==> src/rtl/imem_loader_pkg.sv <==
// Shared definitions for the boot-time instruction memory loader.
package imem_loader_pkg;
    localparam int ADDR_W_DEF     = 10;
    localparam int DATA_W_DEF     = 16;
    localparam int BYTES_PER_WORD = 2;

    typedef enum logic [2:0] {
        LEN_HI,
        LEN_LO,
        DAT_HI,
        DAT_LO,
        RUN,
        DONE,
        ERR
    } state_t;
endpackage

==> src/rtl/imem_loader_byte_pair_assembler.sv <==
// Joins two handshaked bytes (high first) into a registered word with a one-cycle valid.
module byte_pair_assembler
    import imem_loader_pkg::*;
#(
    parameter int DATA_W = DATA_W_DEF
) (
    input  logic              clk,
    input  logic              reset,
    input  logic              accept,
    input  logic              low,
    input  logic [7:0]        data,
    output logic [7:0]        hi,
    output logic [DATA_W-1:0] word,
    output logic              word_valid
);

    // NOTE: sequential state uses non-blocking assignments so every register
    // samples pre-edge values regardless of statement order.
    always_ff @(posedge clk or negedge reset) begin
        if (!reset) begin
            hi         <= '0;
            word       <= '0;
            word_valid <= 1'b0;
        end else begin
            word_valid <= accept && low;
            if (accept && !low) hi   <= data;
            if (accept && low)  word <= {hi, data};
        end
    end

endmodule

==> src/rtl/imem_loader.sv <==
// Boot loader: receives a length-prefixed byte stream, writes instruction memory,
// then releases the core and counts its execution cycles until it halts.
module imem_loader
    import imem_loader_pkg::*;
#(
    parameter int ADDR_W    = ADDR_W_DEF,
    parameter int DATA_W    = DATA_W_DEF,
    parameter int MAX_WORDS = 1024,
    parameter int CYC_W     = 32
) (
    input  logic              clk,
    input  logic              reset,
    input  logic              in_valid,
    input  logic [7:0]        in_data,
    output logic              in_ready,
    output logic              imem_we,
    output logic [ADDR_W-1:0] imem_addr,
    output logic [DATA_W-1:0] imem_wdata,
    output logic              cpu_run,
    input  logic              cpu_halted,
    output logic              done,
    output logic              error,
    output logic [CYC_W-1:0]  cycle_count
);

    state_t            state, state_next;
    logic              accept, low_phase, header_bad, last_word;
    logic [7:0]        asm_hi;
    logic [DATA_W-1:0] asm_word;
    logic              asm_valid;
    logic [15:0]       header, len_q;
    logic [ADDR_W-1:0] index, addr_q;
    logic              wr_pending;
    logic [DATA_W-1:0] wdata_hold;

    assign accept     = in_valid && in_ready;
    assign low_phase  = (state == LEN_LO) || (state == DAT_LO);
    assign header     = {asm_hi, in_data};
    assign header_bad = (header == 16'd0) || (32'(header) > MAX_WORDS);
    assign last_word  = (32'(index) == (32'(len_q) - 32'd1));

    byte_pair_assembler #(.DATA_W(DATA_W)) u_asm (
        .clk        (clk),
        .reset      (reset),
        .accept     (accept),
        .low        (low_phase),
        .data       (in_data),
        .hi         (asm_hi),
        .word       (asm_word),
        .word_valid (asm_valid)
    );

    always_ff @(posedge clk or negedge reset) begin
        if (!reset) state <= LEN_HI;
        else        state <= state_next;
    end

    // NOTE: every output of this block is given a default first, so no path
    // through the case leaves a signal unassigned and no latch is inferred.
    always_comb begin
        state_next = state;
        in_ready   = 1'b0;
        case (state)
            LEN_HI: begin
                in_ready = 1'b1;
                if (in_valid) state_next = LEN_LO;
            end
            LEN_LO: begin
                in_ready = 1'b1;
                if (in_valid) state_next = header_bad ? ERR : DAT_HI;
            end
            DAT_HI: begin
                in_ready = 1'b1;
                if (in_valid) state_next = DAT_LO;
            end
            DAT_LO: begin
                in_ready = 1'b1;
                if (in_valid) state_next = last_word ? RUN : DAT_HI;
            end
            // The first RUN cycle carries the final write; the core is still held then.
            RUN:     if (cpu_run && cpu_halted) state_next = DONE;
            DONE:    state_next = DONE;
            ERR:     state_next = ERR;
            default: state_next = LEN_HI;
        endcase
    end

    assign done       = (state == DONE);
    assign error      = (state == ERR);
    assign imem_we    = asm_valid && wr_pending;
    assign imem_addr  = addr_q;
    assign imem_wdata = imem_we ? asm_word : wdata_hold;

    always_ff @(posedge clk or negedge reset) begin
        if (!reset) begin
            len_q       <= '0;
            index       <= '0;
            addr_q      <= '0;
            wr_pending  <= 1'b0;
            wdata_hold  <= '0;
            cpu_run     <= 1'b0;
            cycle_count <= '0;
        end else begin
            wr_pending <= accept && (state == DAT_LO);
            if (accept && (state == LEN_LO)) begin
                len_q <= header;
                index <= '0;
            end
            if (accept && (state == DAT_LO)) begin
                addr_q <= index;
                index  <= index + 1'b1;
            end
            if (imem_we) wdata_hold <= asm_word;
            cpu_run <= (state == RUN) || (state == DONE);
            if ((state == RUN) && cpu_run && !cpu_halted && (cycle_count != '1))
                cycle_count <= cycle_count + 1'b1;
        end
    end

endmodule

==> config.mk <==
export PLATFORM = sky130hd
export DESIGN_NAME = imem_loader
export DESIGN_NICKNAME = d
export VERILOG_FILES = /design/src/rtl/imem_loader_pkg.sv /design/src/rtl/imem_loader_byte_pair_assembler.sv /design/src/rtl/imem_loader.sv
export SDC_FILE = /design/constraint.sdc
export NUM_CORES = 1
export LEC_CHECK = 0
export BUFFER_PORTS_ARGS = -buffer_cell sky130_fd_sc_hd__buf_2
export CAP_MARGIN = 20
export CORE_MARGIN = 1.5
export CORE_UTILIZATION = 57
export DETAILED_ROUTE_END_ITERATION = 10
export PLACE_DENSITY = 0.8
export SLEW_MARGIN = 25
export SYNTH_ARGS = -nofsm -noshare
export SYNTH_HDL_FRONTEND = slang
export SYNTH_SLANG_ARGS = --single-unit
==> constraint.sdc <==
create_clock -name clk -period 2.9 [get_ports clk]
set_input_delay 0.29 -clock clk [delete_from_list [all_inputs] [get_ports clk]]
set_output_delay 0.29 -clock clk [all_outputs]
set_load 0.02 [all_outputs]
==> results.ini <==
[sta]
max_clock_freq_ghz = 0.400
worst_slew_margin_rel_pct = 43.6
unrepaired_setup_endpoints_after_global_routing = no
final-max-slew-violation-count = 0
fin_worst_skew_ps = 7.42
worstMarginPinSlew_ps = 842
post-route-period-util_pct = 86.1
report.final.hold_viol_count = 0
setup_viol = 0
fin_ws_ps = 403
layout_min_cycle_time_ps = 2500
setup_tns_ps = 0

[detailed_routing]
drt_pass1_iterations = 7
drtAntennaViolNets = 0
drcViolationCount = 0
num_vias = 3991
avgViaCountPerCell = 5.77
detail_route.wl_per_cell_um = 16.5
drt-initial-drc-count = 165
totalWireLength_um = 11500

[synthesis]
synth_top_family_by_area = simple AND/OR/NAND/NOR gates
synthesis.area_per_instance_um2 = 10.6
synth-compound-area-share_pct = 6.89
synth_top_area_cell = dfrtp_1
post_synth_mux_area_share_pct = 8.70
yosys.area_share.simple_pct = 19.3
synth_fa_ha_area_share_pct = 0.725
synth.area.top_cells = dfrtp_1 55%, mux2_2 8.7%, nand2_1 8.6%, xnor2_1 5.4%, o21ai_0 2.2%
postSynth.topFlopCell = dfrtp_1
edff_count_synth = 0
ys_async_sr_fraction_pct = 100
synthesis.nets = 504
mappedNetlistArea_mm2 = 0.00518
gate_count_post_synth = 489
synthXorXnorAreaFrac_pct = 7.44
ys_seq_area_share_pct = 55.1
netlist.area_leader.share_pct = 55.1
yosys_register_bits = 114
ys.warnings.count = 0
ys_types = 59

[clock_tree]
cts.htree.levels = 4
clock_insertion_delay_worst_skew_ps = 510
post_cts_resize_count = 0
cts.reportedPaths.clkPinSlew_ps = 60
clock_tree.root_cell = clkbuf_8
tritoncts = built
cts_sinks = 114
cts-buffers-inserted = 17
clk_path_buf_depth = 2

[pwr]
power.density_mw_per_mm2 = 942
power.clock.fraction_pct = 35.8
vdd.ir_drop.worst_mv = 0.624
pint_uw = 4030
total_switching_power_uw = 1890
switching_share_pct = 31.9
combinationalPowerShare_pct = 23.2
power.sequential.fraction_pct = 41.0
power_leakage_uw = 0.00308

[placed_design]
gp_congestion = 0.879
count_of_input_and_output_buffers = 74
dpl.cell_count = 661
dp_hpwl_um = 7580
placement.setup.worst_slack_ps = 433

[grt]
grt_usage_pct = 25.4
first_global_vias = 4015
grt_residual_overflow = 0
grt_antenna_before_repair = 0
grt_max_degree = 115
grt_first_pass_wirelength_um = 19400

[final_layout]
sequential_cell_area_mm2 = 0.00285
final_cell_count_no_fill = 692
layout-drive-gt1-share_pct = 27.1
insertedDiodeCount = 0
multiInputGateArea_mm2 = 0.00223
area_growth_syn_to_layout_pct = 21.4
layout.core_utilization_pct = 71.7
num-nets-final = 588
fillers = 613

[die]
start_util_pct = 59.1
die_width_um = 98.3
die_h_um = 98.3
std_cell_rows = 34
die_area_mm2 = 0.00967
number_of_top_level_pins = 75
core_area_mm2 = 0.00876

[min_path]
hp-class = in -> reg

[setup_path]
cp.required_ps = 3280
cp.arrival_ps = 2880
critPathLaunchType = register
crit_path_end_kind = register
critPathKind = reg -> reg
critical_path_peak_fanout = 6

[run]
max_cap_violations = 0

[status]
run_status = completed

## cell usage after synthesis (all sizes together), types with 7 or more instances
library cell	instances
nand4	10
a21oi	7
inv	7
o21ai	24
nand3	19
nor2	22
xnor2	32
clkbuf	12
nor3	8
dfrtp	114
nand2	118
mux2	40
xor2	12
and3	7
## sequential cells by signal, indices dropped and copies added (netlist names)
signal	count
len_q	16
index	10
imem_addr	10
u_asm.word	16
wr_pending	1
u_asm.hi	8
cycle_count	32
u_asm.word_valid	1
cpu_run	1
state	3
wdata_hold	16
## cells by family (layout without fill, tap and decap cells)
family / count (synthesis) / count (layout)
buffers and inverters: 23 / 118
AOI/OAI and AO/OA: 54 / 54
xor gates and xnor gates: 44 / 44
DFF: 114 / 114
and+or+nand+nor: 211 / 211
muxes: 40 / 40
adders and majority gates: 3 / 3
## critical path, cell delays in order, from the launching register on
cell,delay [ps]
dfrtp_1,410
inv_1,90
ha_1,230
or4b_1,590
o21a_1,250
a211oi_1,230
o22ai_1,110
nor4bb_1,350
o21ai_0,120
## what timing repair did
| item | CTS | global route |
|---|---|---|
| hold buffers | 1 | 0 |
| hold endpoints to repair | 114 | 0 |
| setup buffers | 0 | 0 |
## layout by cell type (no fill, tap or decap), drive strengths merged, types with 8 or more instances in the layout
cell type / Yosys / layout
nand2: 118 / 118
dfrtp: 114 / 114
buf: 3 / 79
mux2: 40 / 40
xnor2: 32 / 32
o21ai: 24 / 24
nor2: 22 / 22
clkbuf: 12 / 20
nand3: 19 / 19
xor2: 12 / 12
nand4: 10 / 10
nor3: 8 / 8
## routing by layer
layer,up-vias,track usage (%),routed length (um)
met1,1984,32.8,5060
li1,1856,-,-
met2,130,40.9,5610
met5,-,0,0
met4,0,8.99,180
met3,21,7.66,599
## cell type report
class                      count  area share [%]
clock buffer                  20            7.09
clock inverter                10            2.53
inverter                       8           0.478
multi-input combinational    352            35.5
sequential                   114            45.4
tap                          108            2.15
timing repair buffer          80            6.89
## power by group through the flow
stage	clock network (uW)	logic, uW	registers, uW
after global placement	0	1310	2410
after detailed placement	0	1360	2440
after CTS	2140	1390	2420
after floorplan	0	1010	2330
after global routing	2200	1520	2490
final	2120	1380	2420
## final timing paths
check / startpoint / end / slack (ps) / cells past startpoint
max reg2reg: len_q[0] / state[1] / 400 / 8
min reg2reg: imem_addr[7] / imem_addr[7] / 470 / 2
min: in_data[1] / u_asm.word[1] / 40 / 3
max in group asynchronous: reset / wdata_hold[6] / 2050 / 3
min in group asynchronous: reset / cycle_count[13] / 390 / 3
max: len_q[0] / state[1] / 400 / 8
## stage by stage
step / total power [uW] / hold WS [ps] / instance area, um^2
5_1_grt: 6210 / 39.7 / 6290
3_5_place_dp: 3790 / 418 / 5670
6_report: 5920 / 37.2 / 6290
3_3_place_gp: 3730 / 417 / 5670
4_1_cts: 5940 / 23.6 / 6290
2_1_floorplan: 3340 / -5.59 / 5180
(Power assumes the default switching activity.)
